==> config.mk <==
export PLATFORM = sky130hd
export DESIGN_NAME = divisor_param_secuencial_flat
export DESIGN_NICKNAME = d
export VERILOG_FILES = /design/src/rtl/divisor_param_secuencial_if.sv /design/src/rtl/divisor_param_secuencial.sv /design/src/flat_wrapper.sv
export SDC_FILE = /design/constraint.sdc
export NUM_CORES = 1
export LEC_CHECK = 0
export CAP_MARGIN = 10
export CORE_MARGIN = 2
export CORE_UTILIZATION = 60
export DETAILED_ROUTE_END_ITERATION = 16
export GPL_TIMING_DRIVEN = 0
export HOLD_SLACK_MARGIN = 0.02
export PLACE_DENSITY = 0.86
export SLEW_MARGIN = 15
export SYNTH_ARGS = -nofsm -noshare
export SYNTH_HDL_FRONTEND = slang
export SYNTH_SLANG_ARGS = --single-unit
==> constraint.sdc <==
create_clock -name reloj -period 7.9 [get_ports reloj]
set_input_delay 0.79 -clock reloj [delete_from_list [all_inputs] [get_ports reloj]]
set_output_delay 0.79 -clock reloj [all_outputs]
set_load 0.005 [all_outputs]
==> src/rtl/divisor_param_secuencial_if.sv <==
`default_nettype none
// =====================================================================
// divisor_param_secuencial_if : go/done operand and result bundle
// Rev 1.0
// =====================================================================
interface divisor_param_secuencial_if #(
    parameter int DD_W = 32,
    parameter int DV_W = 16
);
    logic            inicie;
    logic            con_signo;
    logic [DD_W-1:0] dividendo;
    logic [DV_W-1:0] divisor;
    logic [DD_W-1:0] cociente;
    logic [DV_W-1:0] residuo;
    logic            div_cero;
    logic            desborde;
    logic            termino;

    modport master (
        output inicie, con_signo, dividendo, divisor,
        input  cociente, residuo, div_cero, desborde, termino
    );

    modport slave (
        input  inicie, con_signo, dividendo, divisor,
        output cociente, residuo, div_cero, desborde, termino
    );
endinterface
`default_nettype wire

==> src/rtl/divisor_param_secuencial.sv <==
`default_nettype none
// =====================================================================
// divisor_param_secuencial : iterative restoring divider, BPC bits/clock
// Rev 1.0
// =====================================================================
module divisor_param_secuencial #(
    parameter int DD_W = 32,
    parameter int DV_W = 16,
    parameter int BPC  = 1
) (
    input wire                        reloj,
    input wire                        reset,
    divisor_param_secuencial_if.slave bus
);
    localparam int              c_N      = DD_W / BPC;
    localparam int              c_CW     = (c_N > 1) ? $clog2(c_N) : 1;
    localparam logic [c_CW-1:0] c_ULT    = c_CW'(c_N - 1);
    localparam logic [DD_W-1:0] c_DD_MIN = {1'b1, {(DD_W-1){1'b0}}};

    typedef enum logic [1:0] {
        ESPERA = 2'd0,
        CALC   = 2'd1,
        AJUSTE = 2'd2
    } estado_t;

    estado_t         r_estado;
    logic [c_CW-1:0] r_cnt;
    logic [DD_W-1:0] r_quo;
    logic [DV_W-1:0] r_rem;
    logic [DV_W-1:0] r_dv;
    logic            r_neg_q;
    logic            r_neg_r;
    logic            r_cero;
    logic            r_desb;
    logic [DD_W-1:0] r_cociente;
    logic [DV_W-1:0] r_residuo;
    logic            r_div_cero;
    logic            r_desborde;
    logic            r_termino;

    logic            w_sdd;
    logic            w_sdv;
    logic [DD_W-1:0] w_dd_mag;
    logic [DV_W-1:0] w_dv_mag;
    logic [DV_W:0]   w_rem;
    logic [DV_W:0]   w_trial;
    logic [DD_W-1:0] w_quo;
    logic [DD_W-1:0] w_q_fin;
    logic [DV_W-1:0] w_r_fin;

    // Magnitudes are taken unsigned at full width so the most negative value maps cleanly.
    assign w_sdd    = bus.con_signo & bus.dividendo[DD_W-1];
    assign w_sdv    = bus.con_signo & bus.divisor[DV_W-1];
    assign w_dd_mag = w_sdd ? (~bus.dividendo + 1'b1) : bus.dividendo;
    assign w_dv_mag = w_sdv ? (~bus.divisor + 1'b1)   : bus.divisor;

    // Partial remainder stays below the divisor, so one extra bit makes the trial subtraction safe.
    always_comb begin
        w_rem   = {1'b0, r_rem};
        w_quo   = r_quo;
        w_trial = '0;
        for (int i = 0; i < BPC; i++) begin
            w_rem   = {w_rem[DV_W-1:0], w_quo[DD_W-1]};
            w_quo   = {w_quo[DD_W-2:0], 1'b0};
            w_trial = w_rem - {1'b0, r_dv};
            if (!w_trial[DV_W]) begin
                w_rem    = w_trial;
                w_quo[0] = 1'b1;
            end
        end
    end

    assign w_q_fin = r_cero ? '1 : (r_neg_q ? (~r_quo + 1'b1) : r_quo);
    assign w_r_fin = r_cero ? '0 : (r_neg_r ? (~r_rem + 1'b1) : r_rem);

    always_ff @(posedge reloj or negedge reset) begin
        if (!reset) begin
            r_estado   <= ESPERA;
            r_cnt      <= '0;
            r_quo      <= '0;
            r_rem      <= '0;
            r_dv       <= '0;
            r_neg_q    <= 1'b0;
            r_neg_r    <= 1'b0;
            r_cero     <= 1'b0;
            r_desb     <= 1'b0;
            r_cociente <= '0;
            r_residuo  <= '0;
            r_div_cero <= 1'b0;
            r_desborde <= 1'b0;
            r_termino  <= 1'b1;
        end else begin
            case (r_estado)
                ESPERA: begin
                    if (bus.inicie) begin
                        r_quo     <= w_dd_mag;
                        r_dv      <= w_dv_mag;
                        r_rem     <= '0;
                        r_cnt     <= '0;
                        r_neg_q   <= w_sdd ^ w_sdv;
                        r_neg_r   <= w_sdd;
                        r_cero    <= (bus.divisor == '0);
                        r_desb    <= bus.con_signo && (bus.dividendo == c_DD_MIN)
                                     && (bus.divisor == '1);
                        r_termino <= 1'b0;
                        r_estado  <= CALC;
                    end
                end
                CALC: begin
                    r_rem <= w_rem[DV_W-1:0];
                    r_quo <= w_quo;
                    r_cnt <= r_cnt + 1'b1;
                    if (r_cnt == c_ULT) begin
                        r_estado <= AJUSTE;
                    end
                end
                AJUSTE: begin
                    r_cociente <= w_q_fin;
                    r_residuo  <= w_r_fin;
                    r_div_cero <= r_cero;
                    r_desborde <= r_desb;
                    r_termino  <= 1'b1;
                    r_estado   <= ESPERA;
                end
                default: begin
                    r_termino <= 1'b1;
                    r_estado  <= ESPERA;
                end
            endcase
        end
    end

    assign bus.cociente = r_cociente;
    assign bus.residuo  = r_residuo;
    assign bus.div_cero = r_div_cero;
    assign bus.desborde = r_desborde;
    assign bus.termino  = r_termino;
endmodule
`default_nettype wire

==> src/flat_wrapper.sv <==
// flat-port wrapper written by rule: the top's interface ports become plain ports
module divisor_param_secuencial_flat 
#(
    parameter int DD_W = 32,
    parameter int DV_W = 16,
    parameter int BPC  = 1
)
  (reloj, reset, bus_inicie, bus_con_signo, bus_dividendo, bus_divisor, bus_cociente, bus_residuo, bus_div_cero, bus_desborde, bus_termino);
  divisor_param_secuencial_if #(.DD_W(DD_W), .DV_W(DV_W)) bus_i ();
  input wire reloj;
  input wire reset;
  input wire logic [$bits(bus_i.inicie)-1:0] bus_inicie;
  input wire logic [$bits(bus_i.con_signo)-1:0] bus_con_signo;
  input wire logic [$bits(bus_i.dividendo)-1:0] bus_dividendo;
  input wire logic [$bits(bus_i.divisor)-1:0] bus_divisor;
  output wire logic [$bits(bus_i.cociente)-1:0] bus_cociente;
  output wire logic [$bits(bus_i.residuo)-1:0] bus_residuo;
  output wire logic [$bits(bus_i.div_cero)-1:0] bus_div_cero;
  output wire logic [$bits(bus_i.desborde)-1:0] bus_desborde;
  output wire logic [$bits(bus_i.termino)-1:0] bus_termino;
  assign bus_i.inicie = bus_inicie;
  assign bus_i.con_signo = bus_con_signo;
  assign bus_i.dividendo = bus_dividendo;
  assign bus_i.divisor = bus_divisor;
  assign bus_cociente = bus_i.cociente;
  assign bus_residuo = bus_i.residuo;
  assign bus_div_cero = bus_i.div_cero;
  assign bus_desborde = bus_i.desborde;
  assign bus_termino = bus_i.termino;
  divisor_param_secuencial #(.DD_W(DD_W), .DV_W(DV_W), .BPC(BPC)) u_core (.reloj(reloj), .reset(reset), .bus(bus_i));
endmodule
==> results.cfg, run 1 <==
[route]
drt.antenna.violating_nets = 0
vias = 7290
drc = 0
first_pass_iters = 7
wire_per_inst_um = 17.3
first_iter_violations = 807
drt-vias-per-instance = 6.11
wl_mm = 20.7

[layout]
regArea_mm2 = 0.00315
postLayoutCellArea_mm2 = 0.00960
area_delta_synth_final_pct = 23.7
fin_util = 0.761
n_fill_cell = 901
drive_gt1_frac = 0.0411
multiInputGateArea_mm2 = 0.00432
num_antenna_cells = 0
nets = 1087

[cts]
clockBufferDepth = 2
clock_sinks = 126
clk_latency_ps = 410
cts_tree = built
hold_buffers = 0
cts_root_buf = clkbuf_16
numCtsBuffers = 17
cts_resized = 0
path_clk_slew_ps = 60
post-cts-setup-buffer-count = 0
htreeDepth = 4

[pwr]
pwr_density_cell_mw_per_mm2 = 408
p_leak_nw = 3.95
ir_worst_vdd_uv = 191

[placement]
preCtsSetupSlack_ps = 4630
port_buffers = 102
globalplace.congestion = 1.02
place_area_mm2 = 0.00902
dp.final_hpwl_mm = 15.4

[logic_synthesis]
yosys.area_share.simple = 0.176
synth_mux_area_frac = 0.0219
synth-xor-area-share = 0.106
syn_nets = 965
synth_area_leaders = dfrtp_1 (40%), xor2_1 (6.0%), o21ai_0 (5.9%), nand2_1 (5.2%), xnor2_1 (4.6%)
netlist.area_leader.share = 0.403
yosys.area.top_type = dfrtp_1
avgSynthCellArea_um2 = 8.72
seq_area_frac_synth = 0.407
yosys.area_share.adder = 0.0397
yosys.cell_count.top_type = dfrtp_1
synth_top_family_by_area = compound AO/OA/AOI/OAI gates
ys_types = 61
synth_compound_area_frac = 0.213
syn_area_mm2 = 0.00776
synth_commonest_cells = dfrtp_1 (125), nand2_1 (108), o21ai_0 (92), nor2_1 (65), xor2_1 (53)
netlist_instances = 889
ys.flop_type = dfrtp_1
synth_edf_count = 0
synth.yosys.warnings = 0
ys_async_sr_fraction = 1.00
ys_ff_latch = 126

[floorplanning]
io_pins = 103
core_area_mm2 = 0.0126
die_height_um = 118
dieArea_mm2 = 0.0139
start_util = 0.615
rows = 41
die_width_um = 118

[sta]
setup_viol = 0
min_period_over_period = 0.393
hold_violations = 0
slew_headroom = 0.533
worst_pin_slew_ps = 697
clock.fmax_ghz = 0.322
period_needed_ps = 3100
finClkSkew_ps = 8.45
holdWs_ps = 269
rsz0062_at_grt = no
slew_violations = 0
setup_slack_ps = 4800
finalSetupTns_ps = 0

[worst_setup_path]
slowest_stage = clkbuf_1
cp-end-kind = flop
crit_path_start_kind = flop
critPathMaxStageDelay_ps = 470
critical-path-top-delay-family = compound AO/OA/AOI/OAI gates
cp.arrival_ps = 3370
r2r_start = u_core.r_quo[31]
critPathMaxFanout = 10
critPathBufInv = 2
worstPathCellList = inv_1 -> ha_1 -> fa_1 -> nand2b_1 -> a21oi_1 -> o21ai_1 -> nand3_1 -> o2111a_1 -> clkbuf_1 -> mux2i_1 -> o21ai_0
critPathKind = flop to flop
required_ps = 8170
cp-startpoint = u_core.r_quo[31]

[global_routing]
grt_first_pass_wirelength_mm = 34.5
grt_max_degree = 90
antenna_found_initial = 0
grt_pass1_vias = 6909
grt.overflow.total = 0
track_usage = 0.307

[status]
outcome = finished, final reports clean

[run]
cap_violations = 0

[worst_hold_path]
hold_path.class = input port to asynchronous set/reset pin
cell families (layout without fill, tap and decap cells):
group                      after synthesis  count (layout)
buffers and inverters                   75             208
AOI/OAI and AO/OA                      264             264
adders and majority gates               24              24
xor gates and xnor gates                94              94
and+or+nand+nor                        289             289
muxes                                   17              17
DFF                                    126             126
per-layer routing:
layer / vias to the layer above / global-route usage / routed length [um]
met3: 44 / 0.0736 / 2170
met2: 376 / 0.474 / 9260
met1: 3433 / 0.434 / 8870
met4: 0 / 0.0873 / 379
met5: - / 0 / 0
li1: 3437 / - / -
where the power goes:
part	internal, W	switching (W)	total (W)
Sequential	0.000886	0.000296	0.00118
Combinational	0.000873	0.00110	0.00197
Clock	0.000494	0.000265	0.000760
sequential cells by signal, summed over array words and instances, names as in the netlist, 2 cells and up:
signal and cells:
u_core.r_cnt 5, u_core.r_rem 16, u_core.r_estado 2, u_core.bus.cociente 32
u_core.r_dv 16, u_core.r_quo 32, u_core.bus.residuo 16
final timing paths:
| kind | endpoint | slack (ps) | cells past startpoint |
|---|---|---|---|
| max | u_core.r_rem[12] | 4800 | 11 |
| min | u_core.r_quo[25] | 270 | 1 |
| max reg2reg | u_core.r_rem[12] | 4800 | 11 |
| min reg2reg | u_core.bus.cociente[29] | 460 | 2 |
| max in group asynchronous | u_core.bus.termino | 6860 | 2 |
| min in group reloj | u_core.bus.cociente[29] | 460 | 2 |
cell type report:
class                           instances  area share
Multi-Input combinational cell        688       0.450
Inverter                               27      0.0106
Buffer                                 48      0.0189
Sequential cell                       126       0.329
Clock buffer                           25      0.0516
Tap cell                              172      0.0224
Timing Repair Buffer                  103       0.109
Clock inverter                          5     0.00847
through the flow:
step / std cells / power, W
floorplan: 889 / 0.00252
global placement: 1163 / 0.00302
detailed placement: 1164 / 0.00308
CTS: 1194 / 0.00387
global route: 1194 / 0.00418
finish: 1194 / 0.00391
cells in the final DEF, fill, tap and decap left out, types with 8 or more instances in the layout:
cell type	synthesis	layout
or4_1	10	10
or3_1	10	10
clkdlybuf4s50_1	0	101
nor2b_1	8	8
o21ai_0	92	92
nand2b_1	10	10
dfrtp_1	125	125
inv_1	27	27
nor3_1	16	16
clkbuf_16	0	17
nand2_1	108	108
nor4_1	8	8
xor2_1	53	53
a22o_1	8	8
nor2_1	65	65
mux2i_1	17	17
nand3_1	26	26
a22oi_1	23	23
xnor2_1	41	41
o31ai_1	20	20
clkbuf_1	46	50
o21ai_1	20	20
a21oi_1	50	50
ha_1	23	23
nand4_1	8	8
Power figures use the tool's default switching activity.
==> inputs of run 2 (changes only) <==
CORE_UTILIZATION = 51   (was 60)
PLACE_DENSITY = 0.78   (was 0.86)
clock period = 2.6 ns   (was 7.9 ns; I/O delays follow)
==> run 2 against run 1 <==
- setup slack got worse by 4700 ps
- highest routed layer unchanged
- routed wire length rose by 0.94%
- combinational power rose to 3.2 times the previous value
- sequential cell count did not move
==> results.cfg, run 2 (same netlist as run 1, synthesis figures left out) <==
[route]
first_iter_violations = 579
first_pass_iters = 5
vias = 7117
drt.antenna.violating_nets = 0
wire_per_inst_um = 17.2
drt-vias-per-instance = 5.85
wl_mm = 20.9
drc = 0

[global_routing]
grt.overflow.total = 0
track_usage = 0.266
antenna_found_initial = 0
grt_max_degree = 89
grt_first_pass_wirelength_mm = 34.1
grt_pass1_vias = 6856

[placement]
port_buffers = 102
globalplace.congestion = 0.919
dp.final_hpwl_mm = 15.7
place_area_mm2 = 0.00904
place_inst = 1180

[layout]
n_fill_cell = 1263
final_cells = 1216
multiInputGateArea_mm2 = 0.00440
drive_gt1_frac = 0.0661
postLayoutCellArea_mm2 = 0.00973
area_delta_synth_final_pct = 25.5
num_antenna_cells = 0
mostFrequentLayoutCell = dfrtp_1
nets = 1092
final_cell_mix = dfrtp_1 (121), nand2_1 (108), clkdlybuf4s50_1 (101)
fin_util = 0.647
regArea_mm2 = 0.00316

[cts]
clock_sinks = 126
clk_latency_ps = 420
htreeDepth = 4
cts_tree = built
numCtsBuffers = 17
cts_root_buf = clkbuf_16
clockBufferDepth = 2
path_clk_slew_ps = 60

[worst_setup_path]
r2r_slack_ps = 60
cp-end-kind = flop
r2r_start = u_core.r_quo[31]
crit_path_start_kind = flop
r2r-end = u_core.r_rem[13]
r2r_cells = 11
cp.arrival_ps = 2860
required_ps = 2920
critPathMaxFanout = 10
critPathKind = flop to flop

[floorplanning]
die_width_um = 127
start_util = 0.516
dieArea_mm2 = 0.0162
die_height_um = 127
core_area_mm2 = 0.0150
io_pins = 103
rows = 45

[sta]
clock.fmax_ghz = 0.393
period_needed_ps = 2540
finalSetupTns_ps = 0
hold_violations = 0
min_period_over_period = 0.978
worst_pin_slew_ps = 719
slew_violations = 0
finClkSkew_ps = 7.30
setup_viol = 0
slew_headroom = 0.519

[run]
cap_violations = 0

[pwr]
ir_worst_vdd_uv = 615
pwr_density_cell_mw_per_mm2 = 1240
p_leak_nw = 3.98

[status]
outcome = finished, final reports clean

[worst_hold_path]
hold_path.class = input port to asynchronous set/reset pin
run 2: cell types whose count changed in the layout (fill, tap and decap cells not counted), sizes merged:
| cell | change |
|---|---|
| buf | +6 |
| bufinv | -2 |
| clkbuf | -1 |
| clkinv | +1 |
| clkinvlp | +1 |
| dlygate4sd3 | +1 |
run 2: timing repair:
action,in CTS,in global routing
hold buffers,1,0
resized for setup,9,17
pin swaps,1,3
endpoints found under the setup margin,19,22
hold endpoints to repair,38,0
setup buffers,2,4
gates cloned,0,0
run 2: report_power, final:
| group | internal (W) | switching (W) | total (W) | leakage [nW] |
|---|---|---|---|---|
| Clock | 0.00136 | 0.000828 | 0.00219 | 0.268 |
| Sequential | 0.00270 | 0.000895 | 0.00359 | 1.52 |
| Combinational | 0.00290 | 0.00340 | 0.00630 | 2.20 |
| Total | 0.00696 | 0.00512 | 0.0121 | 3.98 |
run 2: routing by layer:
layer / vias to the layer above / global-route usage / routed length [um]
li1: 3448 / - / -
met1: 3311 / 0.388 / 9800
met2: 316 / 0.395 / 9050
met3: 42 / 0.0482 / 1560
met4: 0 / 0.101 / 466
met5: - / 0 / 0
run 2: worst max path at each step:
stage                           startpoint                     end  slack, ps  cells after the start
after global routing      u_core.r_quo[31]        u_core.r_rem[13]        -10                     11
after CTS                 u_core.r_quo[31]        u_core.r_rem[13]         10                     11
after detailed placement  u_core.r_quo[31]        u_core.r_rem[11]       -380                     11
after global placement               reset  u_core.bus.residuo[12]      -3520                      1
final                     u_core.r_quo[31]        u_core.r_rem[13]         60                     11
after floorplan           u_core.r_quo[31]        u_core.r_rem[13]          4                     11
run 2: layout make-up:
type / count / area share
buffer: 46 / 0.0189
clock buffer: 26 / 0.0534
clock inverter: 5 / 0.00309
inverter: 27 / 0.0104
multi-input combinational: 688 / 0.452
sequential: 126 / 0.325
tap: 188 / 0.0242
timing repair buffer: 110 / 0.114
run 2: through the flow:
step	worst slack (ps)	power [W]	hold WS, ps
detailed placement	-381	0.00938	191
global placement	-3520	0.00923	452
global route	-9.73	0.0130	365
finish	57.4	0.0121	321
floorplan	4.02	0.00768	-35.6
CTS	11.4	0.0117	316
run 2: critical path: stages (launching register included):
cell,delay (ps)
dfrtp_1,360
inv_1,80
ha_1,220
fa_2,370
nand2b_4,160
a21oi_2,160
o21ai_2,100
o31a_1,280
o2111a_2,160
buf_6,160
a32o_1,250
a21o_1,140
==> patch: new RTL, settings of run 1 <==
`DV_W` is set to 16 in 3 places; all go to 24.
--- a/src/rtl/divisor_param_secuencial_if.sv
+++ b/src/rtl/divisor_param_secuencial_if.sv
@@ -6,5 +6,5 @@
 interface divisor_param_secuencial_if #(
     parameter int DD_W = 32,
-    parameter int DV_W = 16
+    parameter int DV_W = 24
 );
     logic            inicie;
--- a/src/rtl/divisor_param_secuencial.sv
+++ b/src/rtl/divisor_param_secuencial.sv
@@ -6,5 +6,5 @@
 module divisor_param_secuencial #(
     parameter int DD_W = 32,
-    parameter int DV_W = 16,
+    parameter int DV_W = 24,
     parameter int BPC  = 1
 ) (
--- a/src/flat_wrapper.sv
+++ b/src/flat_wrapper.sv
@@ -3,5 +3,5 @@
 #(
     parameter int DD_W = 32,
-    parameter int DV_W = 16,
+    parameter int DV_W = 24,
     parameter int BPC  = 1
 )
Ports: changed (resized bus_divisor and bus_residuo); port bits go from 103 to 119. The function was not compared with the original's and may differ.
==> patch against run 1 <==
  * Worst hold slack lost 0.021 ns
  * Synthesized cell count up 23%
  * Routed wire length rose by 24%
  * Power up 32%
  * Critical path type unchanged
  * Cell area is 22% higher
  * Highest routed layer unchanged
  * Largest power group unchanged
  * Largest cell class unchanged
  * Die area is 23% higher
  * Worst setup slack got worse by 0.26 ns
  * Critical endpoint is now u_core.r_rem[0]$_DFFE_PN0P_
  * Maximum frequency decreased by 7.7%
  * Sequential cell count increased by 24
  * Utilization down 1.8 points
  * Sequential power grew 22%
  * Area after synthesis grew 24%
==> patch: results (changes against run 1) <==
Run status
The run finished with clean final reports.

Routing
The number of optimization iterations in the first detailed-route pass is 6 (-1). The wire length per cell is 17.6 um (+1.7%). The count of unresolved DRC violations after routing was 0 (unchanged). The wire length after detailed routing came to 25,700 um (+24%). The routed via count divided by cell count came to 6.11 (+0.14%).

Clock tree
The post-cts repair resize count is 0 (unchanged). The clock latency on the worst-skew pair is 0.44 ns (+0.03 ns).

Worst setup path
The largest driver fanout on the critical path came to 9 (-1). The reg2reg setup slack is 4.54 ns (-0.26 ns). The data arrival at the endpoint of the critical path is 3.73 ns (+0.36 ns). The endpoint identified for the worst register-to-register timing path is u_core.r_rem[0]$_DFFE_PN0P_.

Global route
The global-route wire length before repair is 41,500 um (+20%). The via count of the first global-routing pass came to 8,285 (+20%). The global-route usage over all layers is 31.2% (+0.49 points).

Final layout
The net count of the finished layout came to 1,320 (+21%). The share of cells above drive strength 1 was 5.40% (+1.3 points).

Placement
The number of buffers inserted by port buffering was 117 (+15%). The placed instance count is 1,425 (+22%). The post-detailed-placement cell area is 11,100 sq um (+23%).

Synthesis
The commonest cells after synthesis are sky130_fd_sc_hd__dfrtp_1 (149), sky130_fd_sc_hd__o21ai_0 (143), sky130_fd_sc_hd__nand2_1 (121). The number of distinct standard cells referenced by the synthesized netlist came to 73 (+20%). The cell count after synthesis was 1,091 (+23%). The net count after synthesis is 1,183 (+23%).

Power and ir drop
The leakage component of the power is 4.82 nW (+22%). The highest ir drop seen on vdd came to 0.257 mV (+34%).

STA
The worst clock skew came to 0.0128 ns (+0.00436 ns). The normalized max-slew margin is 47.8% (-5.6 points).
patch: critical path, stage by stage (launching register included):
cell	delay, ns
sky130_fd_sc_hd__dfrtp_1	0.39
sky130_fd_sc_hd__inv_1	0.12
sky130_fd_sc_hd__ha_1	0.19
sky130_fd_sc_hd__inv_1	0.06
sky130_fd_sc_hd__fa_1	0.43
sky130_fd_sc_hd__a211oi_2	0.23
sky130_fd_sc_hd__o21ai_2	0.13
sky130_fd_sc_hd__o311ai_4	0.36
sky130_fd_sc_hd__a21oi_2	0.16
sky130_fd_sc_hd__o221ai_4	0.26
sky130_fd_sc_hd__xor2_2	0.51
sky130_fd_sc_hd__mux2i_1	0.28
sky130_fd_sc_hd__a22o_1	0.17
patch: metrics by stage:
step	power (mW)	setup slack [ns]	utilization, %	hold slack [ns]
3_5_place_dp	4.22	4.30	70.1	0.462
4_1_cts	5.12	4.58	74.2	0.266
5_1_grt	5.55	4.41	74.2	0.283
2_1_floorplan	3.46	5.09	-	0.439
3_3_place_gp	4.12	0.327	69.9	0.455
6_report	5.18	4.54	74.2	0.248
patch: metal layers:
layer / vias to the layer above / global-route usage, % / part of all wire, % / routed length (um)
li1: 4193 / - / - / -
met1: 4225 / 44.8 / 44 / 11200
met2: 438 / 47.9 / 45 / 11600
met3: 52 / 6.03 / 8.9 / 2290
met4: 0 / 10.8 / 2.3 / 579
met5: - / 0 / 0 / 0
patch: area by class of cell:
cell class / count / area share [%]
tap: 216 / 2.31
buffer: 58 / 2.04
clock inverter: 10 / 1.42
multi-input combinational: 841 / 46.5
sequential: 150 / 32.1
clock buffer: 22 / 4.05
timing repair buffer: 118 / 10.3
inverter: 42 / 1.35
patch: power by group:
part           internal, mW  leakage [nW]  total [mW]  switching (mW)
combinational          1.28          2.72        2.87            1.60
sequential             1.06          1.80        1.44           0.375
clock                 0.556         0.307       0.878           0.322
patch: logic make-up after synthesis:
group / share of synthesized area (%)
XOR/XNOR: 11.5
buffers and inverters: 4.14
flip-flops: 39.2
adder cells (fa/ha/maj): 4.26
multiplexers: 2.30
AND/OR/NAND/NOR: 16.8
AO/OA/AOI/OAI: 21.9
patch: worst min path at each step:
stage,startpoint,endpoint,slack [ns],cells past startpoint
floorplan,u_core.r_desb$_DFFE_PN0P_,u_core.bus.desborde$_DFFE_PN0N_,0.44,2
global placement,u_core.bus.cociente[0]$_DFFE_PN0N_,u_core.bus.cociente[0]$_DFFE_PN0N_,0.46,2
detailed placement,u_core.bus.cociente[0]$_DFFE_PN0N_,u_core.bus.cociente[0]$_DFFE_PN0N_,0.46,2
CTS,reset,u_core.r_quo[15]$_DFFE_PN0P_,0.27,1
global route,reset,u_core.r_quo[16]$_DFFE_PN0P_,0.28,1
finish,reset,u_core.r_quo[16]$_DFFE_PN0P_,0.25,1
